File: config.mk
export PLATFORM = sky130hd
export DESIGN_NAME = ip_rx_sequencer
export DESIGN_NICKNAME = d
export VERILOG_FILES = /design/src/rtl/ip_rx_sequencer.sv
export SDC_FILE = /design/constraint.sdc
export NUM_CORES = 1
export LEC_CHECK = 0
export ABC_CLOCK_PERIOD_IN_PS = 5400
export CAP_MARGIN = 20
export CORE_MARGIN = 2
export CORE_UTILIZATION = 30
export DETAILED_ROUTE_END_ITERATION = 16
export GPL_TIMING_DRIVEN = 0
export MAX_ROUTING_LAYER = met4
export PLACE_DENSITY_LB_ADDON = 0.25
export SLEW_MARGIN = 0
export SYNTH_ARGS = -nofsm -noshare
export SYNTH_HDL_FRONTEND = slang
export SYNTH_SLANG_ARGS = --single-unit
File: constraint.sdc
create_clock -name clk -period 5.4 [get_ports clk]
set_clock_uncertainty 0.2 [all_clocks]
set_input_delay 1.08 -clock clk [delete_from_list [all_inputs] [get_ports clk]]
set_output_delay 1.08 -clock clk [all_outputs]
set_load 0.02 [all_outputs]
File: src/rtl/ip_rx_sequencer.sv
// IPv4 receive sequencer: feeds the header into ip_decode, waits for its verdict,
// filters on destination address and forwards exactly (total_length - HDR_BYTES)
// payload bytes downstream, otherwise drains and drops the packet.
module ip_rx_sequencer #(
    parameter int unsigned HDR_BYTES    = 20,
    parameter int unsigned TIMEOUT      = 8,
    parameter int unsigned CNT_W        = 16,
    parameter int unsigned ACCEPT_BCAST = 1
) (
    input  logic             clk,
    input  logic             rst,
    input  logic             s_valid,
    input  logic [7:0]       s_data,
    input  logic             s_last,
    output logic             s_ready,
    input  logic [31:0]      local_ip,
    output logic             dec_valid,
    output logic [7:0]       dec_din,
    input  logic             dec_done,
    input  logic             dec_err,
    input  logic [31:0]      dec_da,
    output logic             m_valid,
    output logic [7:0]       m_data,
    output logic             m_last,
    input  logic             m_ready,
    output logic             pkt_ok,
    output logic             pkt_drop,
    output logic [CNT_W-1:0] drop_count
);

    localparam int unsigned HdrCntW = $clog2(HDR_BYTES + 1);
    localparam int unsigned TimerW  = $clog2(TIMEOUT + 1);

    typedef enum logic [2:0] {
        StIdle,
        StHdr,
        StWait,
        StPayload,
        StTrail,
        StDrop
    } state_e;

    state_e             state_q, state_d;
    logic [HdrCntW-1:0] hdr_cnt_q, hdr_cnt_d;
    logic [15:0]        total_len_q, total_len_d;
    logic [15:0]        rem_q, rem_d;
    logic [TimerW-1:0]  timer_q, timer_d;
    logic               hdr_last_q, hdr_last_d;
    logic               dec_valid_q, dec_valid_d;
    logic [7:0]         dec_din_q, dec_din_d;
    logic               pkt_ok_q, pkt_ok_d;
    logic               pkt_drop_q, pkt_drop_d;
    logic [CNT_W-1:0]   drop_count_q, drop_count_d;

    logic s_xfer;
    logic da_match;
    logic len_ok;
    logic timed_out;

    assign s_xfer    = s_valid & s_ready;
    assign da_match  = (dec_da == local_ip) ||
                       ((ACCEPT_BCAST != 0) && (dec_da == 32'hFFFF_FFFF));
    assign len_ok    = (total_len_q >= 16'(HDR_BYTES));
    // Last permitted WAIT cycle; without a verdict here the packet is dropped.
    assign timed_out = (timer_q == TimerW'(TIMEOUT - 1));

    // State and datapath registers.
    always_ff @(posedge clk) begin
        if (rst) begin
            state_q      <= StIdle;
            hdr_cnt_q    <= '0;
            total_len_q  <= '0;
            rem_q        <= '0;
            timer_q      <= '0;
            hdr_last_q   <= 1'b0;
            dec_valid_q  <= 1'b0;
            dec_din_q    <= '0;
            pkt_ok_q     <= 1'b0;
            pkt_drop_q   <= 1'b0;
            drop_count_q <= '0;
        end else begin
            state_q      <= state_d;
            hdr_cnt_q    <= hdr_cnt_d;
            total_len_q  <= total_len_d;
            rem_q        <= rem_d;
            timer_q      <= timer_d;
            hdr_last_q   <= hdr_last_d;
            dec_valid_q  <= dec_valid_d;
            dec_din_q    <= dec_din_d;
            pkt_ok_q     <= pkt_ok_d;
            pkt_drop_q   <= pkt_drop_d;
            drop_count_q <= drop_count_d;
        end
    end

    // Next-state and datapath update logic.
    always_comb begin
        state_d     = state_q;
        hdr_cnt_d   = hdr_cnt_q;
        total_len_d = total_len_q;
        rem_d       = rem_q;
        timer_d     = '0;
        hdr_last_d  = hdr_last_q;
        dec_valid_d = dec_valid_q;
        dec_din_d   = dec_din_q;
        pkt_ok_d    = 1'b0;
        pkt_drop_d  = 1'b0;

        unique case (state_q)
            StIdle: begin
                if (s_xfer) begin
                    dec_valid_d = 1'b1;
                    dec_din_d   = s_data;
                    hdr_cnt_d   = HdrCntW'(1);
                    hdr_last_d  = 1'b0;
                    if (s_last) begin
                        // One-byte frame: cannot be a header, discard it.
                        dec_valid_d = 1'b0;
                        pkt_drop_d  = 1'b1;
                    end else begin
                        state_d = StHdr;
                    end
                end
            end

            StHdr: begin
                if (s_xfer) begin
                    dec_valid_d = 1'b1;
                    dec_din_d   = s_data;
                    hdr_cnt_d   = hdr_cnt_q + HdrCntW'(1);
                    if (hdr_cnt_q == HdrCntW'(2)) begin
                        total_len_d[15:8] = s_data;
                    end
                    if (hdr_cnt_q == HdrCntW'(3)) begin
                        total_len_d[7:0] = s_data;
                    end
                    if (hdr_cnt_q == HdrCntW'(HDR_BYTES - 1)) begin
                        // Final header byte: remember s_last so WAIT knows no bytes follow.
                        state_d    = StWait;
                        hdr_last_d = s_last;
                    end else if (s_last) begin
                        dec_valid_d = 1'b0;
                        pkt_drop_d  = 1'b1;
                        state_d     = StIdle;
                    end
                end
            end

            StWait: begin
                timer_d = timer_q + TimerW'(1);
                if (dec_err || (dec_done && !(da_match && len_ok)) ||
                    (!dec_done && timed_out)) begin
                    dec_valid_d = 1'b0;
                    if (hdr_last_q) begin
                        // Frame already ended; nothing left to drain.
                        pkt_drop_d = 1'b1;
                        state_d    = StIdle;
                    end else begin
                        state_d = StDrop;
                    end
                end else if (dec_done) begin
                    dec_valid_d = 1'b0;
                    rem_d       = total_len_q - 16'(HDR_BYTES);
                    if (total_len_q == 16'(HDR_BYTES)) begin
                        pkt_ok_d = 1'b1;
                        state_d  = hdr_last_q ? StIdle : StTrail;
                    end else if (hdr_last_q) begin
                        // Payload expected but frame already ended: truncated.
                        pkt_drop_d = 1'b1;
                        state_d    = StIdle;
                    end else begin
                        state_d = StPayload;
                    end
                end
            end

            StPayload: begin
                if (s_xfer) begin
                    rem_d = rem_q - 16'd1;
                    if (rem_q == 16'd1) begin
                        pkt_ok_d = 1'b1;
                        state_d  = s_last ? StIdle : StTrail;
                    end else if (s_last) begin
                        pkt_drop_d = 1'b1;
                        state_d    = StIdle;
                    end
                end
            end

            StTrail: begin
                if (s_xfer && s_last) begin
                    state_d = StIdle;
                end
            end

            StDrop: begin
                if (s_xfer && s_last) begin
                    pkt_drop_d = 1'b1;
                    state_d    = StIdle;
                end
            end

            default: begin
                state_d = StIdle;
            end
        endcase

        drop_count_d = drop_count_q;
        if (pkt_drop_d && (drop_count_q != '1)) begin
            drop_count_d = drop_count_q + CNT_W'(1);
        end
    end

    // Stream handshake outputs; payload is a combinational pass-through.
    always_comb begin
        s_ready = 1'b0;
        m_valid = 1'b0;
        m_data  = s_data;
        m_last  = 1'b0;
        if (!rst) begin
            unique case (state_q)
                StIdle, StHdr, StTrail, StDrop: begin
                    s_ready = 1'b1;
                end
                StWait: begin
                    s_ready = 1'b0;
                end
                StPayload: begin
                    s_ready = m_ready;
                    m_valid = s_valid;
                    m_last  = (rem_q == 16'd1) | s_last;
                end
                default: begin
                    s_ready = 1'b0;
                end
            endcase
        end
    end

    assign dec_valid  = dec_valid_q;
    assign dec_din    = dec_din_q;
    assign pkt_ok     = pkt_ok_q;
    assign pkt_drop   = pkt_drop_q;
    assign drop_count = drop_count_q;

endmodule

==> results of run 1 <==
metal layers:
metal  vias up  track usage
met4         0       0.0556
met1      2253        0.235
li1       2262            -
met5         -            -
met2       146        0.310
met3        32       0.0398
power groups by stage:
| stage | combinational, mW | clock (mW) | sequential, mW |
|---|---|---|---|
| after detailed placement | 0.175 | 0 | 0.552 |
| after global placement | 0.173 | 0 | 0.552 |
| final | 0.176 | 0.651 | 0.541 |
| after CTS | 0.176 | 0.666 | 0.541 |
| after global routing | 0.188 | 0.689 | 0.541 |
| after floorplan | 0.0677 | 0 | 0.556 |
layout by cell type, fill, tap and decap left out, types with 4 or more instances in the layout:
cell type / Yosys / final
nand2_1: 45 / 45
and3_1: 7 / 7
nor3_1: 15 / 15
dfxtp_1: 72 / 72
nand4_1: 24 / 24
ha_1: 8 / 8
nor4_1: 6 / 6
mux2i_1: 20 / 20
o21ai_0: 16 / 16
and2_1: 4 / 4
nand3b_1: 4 / 4
xor2_1: 9 / 9
inv_1: 13 / 13
a21oi_1: 52 / 52
clkdlybuf4s50_1: 0 / 116
nor2b_1: 6 / 6
o31ai_1: 8 / 8
buf_4: 9 / 9
nand3_1: 24 / 24
clkbuf_1: 16 / 17
buf_2: 4 / 4
or4_1: 8 / 8
a32oi_1: 4 / 4
xnor2_1: 40 / 40
clkbuf_16: 0 / 9
o21ai_1: 8 / 8
or3_1: 13 / 13
nor2_1: 66 / 66
state kept, by name (all words and copies together), names as in the netlist:
register,flops
drop_count,16
rem_q,16
total_len_q,16
dec_din,8
hdr_cnt_q,5
timer_q,4
state_q,3
dec_valid,1
hdr_last_q,1
pkt_drop,1
pkt_ok,1
kinds of logic after synthesis:
logic type               after synthesis
AND/OR/NAND/NOR                      240
XOR/XNOR                              49
multiplexers                          21
adder cells (fa/ha/maj)                8
flip-flops                            72
AO/OA/AOI/OAI                        121
buffers and inverters                 43
critical path, cell delays in order:
cell	delay, ns
clkdlybuf4s50_1	0.56
clkbuf_1	0.42
clkbuf_1	0.60
a21oi_1	0.11
clkdlybuf4s50_1	0.60
path summary, 6_finish.rpt:
check,startpoint,end,cells after the start
max reg2reg,total_len_q[2]$_SDFFE_PP0P_,rem_q[14]$_SDFFE_PP0P_,10
min,timer_q[0]$_SDFF_PP0_,timer_q[0]$_SDFF_PP0_,1
min reg2reg,timer_q[0]$_SDFF_PP0_,timer_q[0]$_SDFF_PP0_,1
max,rst,s_ready,5
Yosys cell counts, types with 2 or more instances:
master / count
nor4_1: 6
o311ai_0: 3
and3_1: 7
and2_1: 4
nor3_1: 15
dfxtp_1: 72
o21ai_0: 16
a31oi_1: 3
nand3_1: 24
inv_1: 13
a211oi_1: 2
or4_1: 8
xnor2_1: 40
nand4_1: 24
or3_1: 13
nand3b_1: 4
nand2_1: 45
o21ai_1: 8
o211ai_4: 2
nor2_1: 66
a21oi_1: 52
o31ai_1: 8
o211a_1: 3
or2_2: 2
buf_4: 9
buf_2: 4
xor2_1: 9
o21ai_2: 2
ha_1: 8
o221a_2: 2
a32oi_1: 4
clkbuf_1: 16
nor2b_1: 6
o31a_1: 2
mux2i_1: 20
cell type report:
type                       count  area share
buffer                        30      0.0259
clock buffer                  12      0.0418
clock inverter                 3      0.0106
inverter                      13     0.00794
multi-input combinational    439       0.453
sequential                    72       0.235
tap                          184      0.0375
timing repair buffer         116       0.189
==> summary.md, run 1 <==
| Metric | Value |
|---|---|
| Die Ht | approximately 130 um |
| CP Capture Type | output port |
| Rel. slew slack | 0.437 |
| Min Hold Slack | 0.252 ns |
| Final min period | 4.67 ns |
| Seq. cell area | 1440 um2 |
| First-iteration detailed-routing DRC count | 365 |
| DR vias | 4693 |
| Num CTS Buffers | 9 |
| CP Class | input pin to output port |
| Area contributors post-synth | dfxtp_1 (33%), xnor2_1 (7.9%), a21oi_1 (5.9%) |
| Pre-CTS setup slack | 0.746 ns |
| Worst-Skew Late Latency | approximately 0.34 ns |
| # nets final | around 770 |
| Clock power frac | 0.476 |
| Design Area, Final | 6140 um2 |
| Sink Count | between 70 and 80 |
| Peak Freq | 0.214 GHz |
| Synth-to-Final Area Change | 38.7% |
| Vias per cell | 5.40 |
| Hpwl dp | 11200 um |
| Switching power | 0.308 mW |
| Lkg Pwr | approximately 2.3 nW |
| Mapped Cells | about 550 |
| Multiplexer share of the synthesized area | 0.0477 |
| Post-synthesis adder-cell area fraction | 0.0226 |
| Fillers | 1456 |
| Leading area contributor after synthesis | dfxtp_1 |
| CTS H-Tree Depth | 3 |
| Total core area | 14500 um2 |
| Slew Limit Fails | 0 |
| Final worst-path setup slack | between 0.7 and 0.8 ns |
| Clock Pin Slew Worst Setup and Hold Paths | 0.06 ns |
| Met3 WL | around 700 um |
| Flop pwr share | 0.396 |
| R2r setup slk | about 2.3 ns |
| Seq/Total Area, Yosys | 0.325 |
| WL/cell | 17.0 um |
| Number of synthesized flops with an enable pin | 0 |
| Initial core utilization | 0.306 |
| Inst Count DP | between 800 and 900 |
| Tightest Hold Check Type | register to register |
| Setup tns final | 0 ns |
| Root Driver | clkbuf_16 |
| Tightest Pin Transition | about 0.85 ns |
| Largest family of logic cells by synthesized area | simple AND/OR/NAND/NOR gates |
| Initial antenna violation count | 0 |
| CP Data Arrival Time | between 3 and 4 ns |
| Critical Path RT | 4.12 ns |
| CTS tree | built |
| Rows | between 40 and 50 |
| Metal-1 WL | 6510 um |
| GR Overflow Total | 0 |
| First-pass GRT wire length | 23400 um |
| Yosys top cell area share | 0.325 |
| MaxCap Viol Count | 0 |
| Ratio of cells with drive above 1 in the final layout | 0.0628 |
| Synth Register Bits | between 70 and 80 |
| Avg Cell Area, Syn | around 8 um2 |
| Maximum clock path buffer count | 2 |
| Synth cell types | 67 |
| Die X | 126 um |
| Multi-input gate area | 2780 um2 |
| Routed wire length | 14700 um |
| Simple-Gate Fraction of Synth Area | 0.283 |
| Largest net degree at the start of global routing | 12 |
| Final Hold Fails | 0 |
| Power per cell area | 223 nW/um2 |
| Diodes inserted | 0 |
| Post-Synth XOR/XNOR Area | 0.0969 |
| Post-Syn Area | 4430 um2 |
| Prevailing post-synth register cell | dfxtp_1 |
| Max VDD drop | 0.000152 V |
| Post-synthesis compound-gate area fraction | 0.178 |
| Async SR Flop Fraction | 0 |
| DR top layer | met4 |
| Net Sw Frac | 0.226 |
| Post-CTS sizing | 0 |
| Post-layout util | 0.424 |
| Internal power | 1.06 mW |
| # setup viols final | 0 |
| Met2 WL post-DR | 7220 um |
| Post-CTS setup buffer count | 0 |
| Final period util | 0.865 |
| Syn Nets | 641 |
| Finished Layout Cells | 869 |
| Post-DRT Antenna Nets | 0 |
| Combinational Power Share | 0.129 |
| Status | complete, no violations |
| Unrepaired setup endpoints after global routing | no |
| Worst Path Max Fanout | 10 |
| Number of global-route vias before repair | approximately 4600 |
| Worst Setup Start Kind | input pin |
| Drt pass-1 iters | 8 |
| DRC violations left | 0 |
| Ports | 117 |
| All-Layer GR Usage | 0.189 |
| Die area | 15800 um2 |
| I/O Buffers | about 120 |
| Placed Instance Area | 5820 um2 |
| Synth warn | 0 |
| Gp weighted congestion | ~0.93 |
| Hold Buf Count CTS | 0 |
| Overall power | 1.37 mW |
Power figures use the tool's default switching activity.
==> inputs of run 2 (changes only) <==
--- a/config.mk
+++ b/config.mk
@@ -5,10 +5,11 @@
 export SDC_FILE = /design/constraint.sdc
 export NUM_CORES = 1
 export LEC_CHECK = 0
-export ABC_CLOCK_PERIOD_IN_PS = 5400
+export ABC_CLOCK_PERIOD_IN_PS = 4190
 export CAP_MARGIN = 20
 export CORE_MARGIN = 2
 export CORE_UTILIZATION = 30
+export CTS_CLUSTER_DIAMETER = 50
 export DETAILED_ROUTE_END_ITERATION = 16
 export GPL_TIMING_DRIVEN = 0
 export MAX_ROUTING_LAYER = met4
==> constraint.sdc (replaced) <==
create_clock -name clk -period 4.19 [get_ports clk]
set_clock_uncertainty 0.2 [all_clocks]
set_input_delay 0.838 -clock clk [delete_from_list [all_inputs] [get_ports clk]]
set_output_delay 0.838 -clock clk [all_outputs]
set_load 0.02 [all_outputs]
==> summary.md, run 2 (same netlist as run 1, synthesis figures left out) <==
| Metric | Value |
|---|---|
| Tightest Pin Transition | 0.849 ns (+0.00391 ns) |
| GR Overflow Total | 0 (unchanged) |
| CTS H-Tree Depth | 3 (unchanged) |
| # nets final | 768 (unchanged) |
| Post-DRT Antenna Nets | 0 (unchanged) |
| Total core area | 14500 um2 (unchanged) |
| Tightest Hold Check Type | register to register |
| # setup viols final | 0 (unchanged) |
| Most frequent CP cell | clkdlybuf4s50_1 |
| Final Hold Fails | 0 (unchanged) |
| Rows | 44 (unchanged) |
| All-Layer GR Usage | 0.189 (unchanged) |
| CP Capture Type | output port |
| Initial antenna violation count | 0 (unchanged) |
| Status | complete, no violations |
| Drt pass-1 iters | 5 (-3) |
| Root Driver | clkbuf_16 |
| Hpwl dp | 11200 um (unchanged) |
| Number of global-route vias before repair | 4576 (unchanged) |
| CP Class | input pin to output port |
| Die area | 15800 um2 (unchanged) |
| Post-CTS setup buffer count | 0 (unchanged) |
| Die Ht | 126 um (unchanged) |
| Ratio of cells with drive above 1 in the final layout | 0.0642 (+0.00146) |
| Rel. slew slack | 0.434 (-0.00261) |
| Critical Path RT | 3.15 ns (-0.97 ns) |
| Maximum clock path buffer count | 2 (unchanged) |
| Peak Freq | 0.252 GHz |
| Critical Path, Cell by Cell | clkdlybuf4s50_1, clkbuf_1, clkbuf_2, a21oi_1, clkdlybuf4s50_1 |
| Ports | 117 (unchanged) |
| DRC violations left | 0 (unchanged) |
| Unrepaired setup endpoints after global routing | no |
| Sink Count | 72 (unchanged) |
| Gp weighted congestion | 0.931 (unchanged) |
| Initial core utilization | 0.306 (unchanged) |
| Num CTS Buffers | 9 (unchanged) |
| Die X | 126 um (unchanged) |
| Largest net degree at the start of global routing | 12 (unchanged) |
| Worst Setup Start Kind | input pin |
| Slowest stage cell, crit path | clkdlybuf4s50_1 |
| First-pass GRT wire length | 23400 um (unchanged) |
| Worst-Skew Late Latency | 0.34 ns (about the same) |
| Final period util | 0.947 |
| Routed wire length | 14700 um (-0.38%) |
| MaxCap Viol Count | 0 (unchanged) |
| Metal-1 WL | 6470 um (-0.66%) |
| Diodes inserted | 0 (unchanged) |
| Clock Pin Slew Worst Setup and Hold Paths | 0.06 ns (about the same) |
| Vias per cell | 5.39 (-0.21%) |
| Crit-path max cell delay | 0.59 ns (about the same) |
| Lkg Pwr | 2.26 nW (+0.13%) |
| DR top layer | met4 |
| Most frequent cells in the layout | clkdlybuf4s50_1 (116), dfxtp_1 (72), nor2_1 (66), a21oi_1 (52), nand2_1 (45) |
| Worst Path Max Fanout | 10 (unchanged) |
| CTS tree | built |
| WL/cell | 16.9 um (-0.38%) |
| Power per cell area | 286 nW/um2 (+29%) |
| Met3 WL | 709 um (+1.0%) |
| Final min period | 3.97 ns |
| Commonest non-fill, non-tap cell in the layout | clkdlybuf4s50_1 |
| Min Hold Slack | 0.252 ns (-0.0000280 ns) |
| Setup tns final | 0 ns (unchanged) |
| First-iteration detailed-routing DRC count | 389 (+6.6%) |
| Max VDD drop | 0.000196 V (+29%) |
| CP Data Arrival Time | 2.93 ns (-0.46 ns) |
| Synth-to-Final Area Change | 38.7% (about the same) |
| DR vias | 4683 (-0.21%) |
| Slew Limit Fails | 0 (unchanged) |
| I/O Buffers | 116 (unchanged) |
| Met2 WL post-DR | 7240 um (+0.28%) |
-- run 2: changes by cell type in the layout (fill, tap and decap cells not counted) --
| cell | delta |
|---|---|
| clkbuf_1 | -1 |
| clkbuf_2 | +1 |
-- run 2: timing repair --
| item | 4_1_cts | 5_1_grt |
|---|---|---|
| gates resized for setup | 0 | 2 |
| setup endpoints to repair | 0 | 1 |
| hold buffers | 0 | 0 |
-- run 2: per-layer routing --
metal | global-route usage | up-vias
li1 | - | 2262
met1 | 0.235 | 2250
met2 | 0.310 | 146
met3 | 0.0398 | 25
met4 | 0.0556 | 0
met5 | - | -
-- run 2: worst paths after layout --
path	from	to	slack, ns	cells past startpoint
setup / recovery	rst	s_ready	0.22	5
hold / removal	timer_q[0]$_SDFF_PP0_	timer_q[0]$_SDFF_PP0_	0.25	1
setup reg to reg	total_len_q[2]$_SDFFE_PP0P_	rem_q[14]$_SDFFE_PP0P_	1.06	10
hold reg to reg	timer_q[0]$_SDFF_PP0_	timer_q[0]$_SDFF_PP0_	0.25	1
-- run 2: final cells by class --
type / count / area, um2
clock inverters: 3 / 65.1
plain buffers: 30 / 160
multi-input cells: 439 / 2780
repair buffers: 116 / 1160
fillers: 1455 / 8340
clock buffers: 12 / 256
flip-flops and latches: 72 / 1440
well taps: 184 / 230
inverters: 13 / 48.8
-- run 2: critical path, delay by kind of cell --
| kind | cells | cell delay [ns] |
|---|---|---|
| compound gates | 1 | 0.09 |
| buf+inv | 4 | 1.99 |
-- run 2: through the flow --
stage / cells / setup WS, ns / instance area (um2) / power (mW) / util
detailed placement: 854 / 0.0196 / 5820 / 0.937 / 0.402
floorplan: 554 / 1.47 / 4430 / 0.804 / -
global route: 869 / 0.116 / 6140 / 1.83 / 0.424
CTS: 869 / 0.00692 / 6140 / 1.78 / 0.424
finish: 869 / 0.224 / 6140 / 1.76 / 0.424
global placement: 854 / 0.0512 / 5820 / 0.935 / 0.402
-- run 2: where the power goes --
group / internal (mW) / switching (mW) / total (mW)
logic: 0.124 / 0.102 / 0.226
registers: 0.691 / 0.00576 / 0.697
clock network: 0.549 / 0.287 / 0.836
total: 1.36 / 0.395 / 1.76
==> inputs of run 3 (changes only) <==
--- a/config.mk
+++ b/config.mk
@@ -7,11 +7,12 @@
 export LEC_CHECK = 0
 export ABC_CLOCK_PERIOD_IN_PS = 4190
 export CAP_MARGIN = 20
+export CELL_PAD_IN_SITES_DETAIL_PLACEMENT = 1
+export CELL_PAD_IN_SITES_GLOBAL_PLACEMENT = 1
 export CORE_MARGIN = 2
 export CORE_UTILIZATION = 30
 export CTS_CLUSTER_DIAMETER = 50
 export DETAILED_ROUTE_END_ITERATION = 16
-export GPL_TIMING_DRIVEN = 0
 export MAX_ROUTING_LAYER = met4
 export PLACE_DENSITY_LB_ADDON = 0.25
 export SLEW_MARGIN = 0
==> summary.md, run 3 (same netlist as run 1, synthesis figures left out) <==
| Metric | Value |
|---|---|
| Placed Instance Area | 5720 um2 (-1.7%) |
| MaxCap Viol Count | 0 (unchanged) |
| Max VDD drop | 0.000177 V (-9.8%) |
| Unrepaired setup endpoints after global routing | no |
| Net Sw Frac | 0.253 (+0.0289) |
| WL/cell | 18.4 um (+8.7%) |
| Die Ht | 126 um (unchanged) |
| Largest net degree at the start of global routing | 64 (+52) |
| Post-CTS sizing | 0 (unchanged) |
| Ratio of cells with drive above 1 in the final layout | 0.0602 (-0.00408) |
| Critical Path, Cell by Cell | nor4_1, and4b_1, a21oi_1, nor3_1, clkdlybuf4s50_1 |
| Maximum clock path buffer count | 2 (unchanged) |
| Gp weighted congestion | 0.924 (-0.76%) |
| Worst Path Max Fanout | 8 (-2) |
| Sink Count | 72 (unchanged) |
| Num CTS Buffers | 9 (unchanged) |
| Pre-CTS setup slack | 0.631 ns (+0.611 ns) |
| First-iteration detailed-routing DRC count | 259 (-33%) |
| Final worst-path setup slack | 0.523 ns (+0.300 ns) |
| Lkg Pwr | 2.19 nW (-3.1%) |
| Crit path buf inv count | 1 (-3) |
| Root Driver | clkbuf_16 |
| Final min period | 3.67 ns (-0.300 ns) |
| Die X | 126 um (unchanged) |
| Rows | 44 (unchanged) |
| Power per cell area | 277 nW/um2 (-3.3%) |
| Slew Limit Fails | 0 (unchanged) |
| Slowest stage cell, crit path | clkdlybuf4s50_1 |
| # setup viols final | 0 (unchanged) |
| Most frequent cells in the layout | clkdlybuf4s50_1 (115), dfxtp_1 (72), nor2_1 (66), a21oi_1 (52), nand2_1 (45) |
| Initial core utilization | 0.306 (unchanged) |
| Final period util | 0.875 (-0.0716) |
| Clock Pin Slew Worst Setup and Hold Paths | 0.06 ns (about the same) |
| Post-DRT Antenna Nets | 0 (unchanged) |
| Initial antenna violation count | 0 (unchanged) |
| DR vias | 4551 (-2.8%) |
| Design Area, Final | 6010 um2 (-2.2%) |
| Tightest Pin Transition | 0.717 ns (-0.132 ns) |
| All-Layer GR Usage | 0.206 (+0.0171) |
| Critical Path RT | 3.15 ns (about the same) |
| Flop pwr share | 0.419 (+0.023) |
| Total core area | 14500 um2 (unchanged) |
| Crit path max-delay family | simple AND/OR/NAND/NOR gates |
| Post-CTS setup buffer count | 0 (unchanged) |
| I/O Buffers | 116 (unchanged) |
| CP Capture Type | output port |
| Peak Freq | 0.273 GHz (+8.2%) |
| CTS tree | built |
| Worst Setup Start Kind | register |
| Routed wire length | 15600 um (+6.2%) |
| Finished Layout Cells | 849 (-2.3%) |
| Worst-Skew Late Latency | 0.35 ns (about the same) |
| Setup tns final | 0 ns (unchanged) |
| First-pass GRT wire length | 25400 um (+8.5%) |
| Internal power | 1.24 mW (-9.0%) |
| Die area | 15800 um2 (unchanged) |
| CP Class | register to output port |
| CTS H-Tree Depth | 3 (unchanged) |
| Commonest non-fill, non-tap cell in the layout | clkdlybuf4s50_1 |
| Combinational Power Share | 0.132 (+0.003) |
| Crit-path max cell delay | 0.63 ns (+0.04 ns) |
| GR Overflow Total | 0 (unchanged) |
| Tightest Hold Check Type | register to register |
| Rel. slew slack | 0.522 (+0.0881) |
| CP Data Arrival Time | 2.63 ns (-0.30 ns) |
| Final Hold Fails | 0 (unchanged) |
| DRC violations left | 0 (unchanged) |
| Number of global-route vias before repair | 4857 (+6.1%) |
| Inst Count DP | 833 (-2.5%) |
| Switching power | 0.421 mW (+6.7%) |
| Vias per cell | 5.36 (-0.53%) |
| # nets final | 747 (-2.7%) |
| Status | complete, no violations |
| Ports | 117 (unchanged) |
| Clock power frac | 0.449 (-0.026) |
| Drt pass-1 iters | 4 (-1) |
| Synth-to-Final Area Change | 35.7% |
| Min Hold Slack | 0.258 ns (+0.00531 ns) |
| Diodes inserted | 0 (unchanged) |
| Hold Buf Count CTS | 0 (unchanged) |
| Hpwl dp | 11800 um (+5.4%) |
run 3: layout make-up:
type                    instances  area, um2
inverters                      13       48.8
well taps                     184        230
fillers                      1747       8470
clock inverters                 4       28.8
flip-flops and latches         72       1440
multi-input cells             439       2780
repair buffers                125       1220
clock buffers                  12        256
run 3: routing by layer:
layer,up-vias,part of all wire,track usage
met5,-,0,-
met4,0,0.013,0.0490
met3,16,0.032,0.0458
met2,85,0.48,0.334
met1,2234,0.48,0.264
li1,2216,-,-
run 3: power by group through the flow:
stage,Sequential [mW],Clock (mW),Combinational (mW)
floorplan,0.717,0,0.0873
global placement,0.712,0,0.215
detailed placement,0.712,0,0.219
CTS,0.697,0.765,0.221
global route,0.698,0.795,0.235
finish,0.697,0.748,0.219
run 3: path summary, 6_finish.rpt:
| check | to | start | depth (start not counted) | slack [ns] |
|---|---|---|---|---|
| worst max register to register | drop_count[15]$_SDFFE_PP0P_ | state_q[0]$_SDFFE_PP0P_ | 8 | 1.13 |
| worst min-delay path | dec_din[3]$_SDFFE_PP0P_ | dec_din[3]$_SDFFE_PP0P_ | 2 | 0.26 |
| worst max-delay path | m_last | rem_q[10]$_SDFFE_PP0P_ | 5 | 0.52 |
| worst min register to register | dec_din[3]$_SDFFE_PP0P_ | dec_din[3]$_SDFFE_PP0P_ | 2 | 0.26 |
run 3: through the flow:
step,power (mW),utilization
6_report,1.66,0.415
5_1_grt,1.73,0.415
4_1_cts,1.68,0.415
3_5_place_dp,0.931,0.395
3_3_place_gp,0.927,0.395
2_1_floorplan,0.804,-
run 3: tightest hold or removal path, delay by kind of cell (launching register included):
family	cells	cell delay, ns
compound gates	1	0.05
flops	1	0.31
simple gates	1	0.05
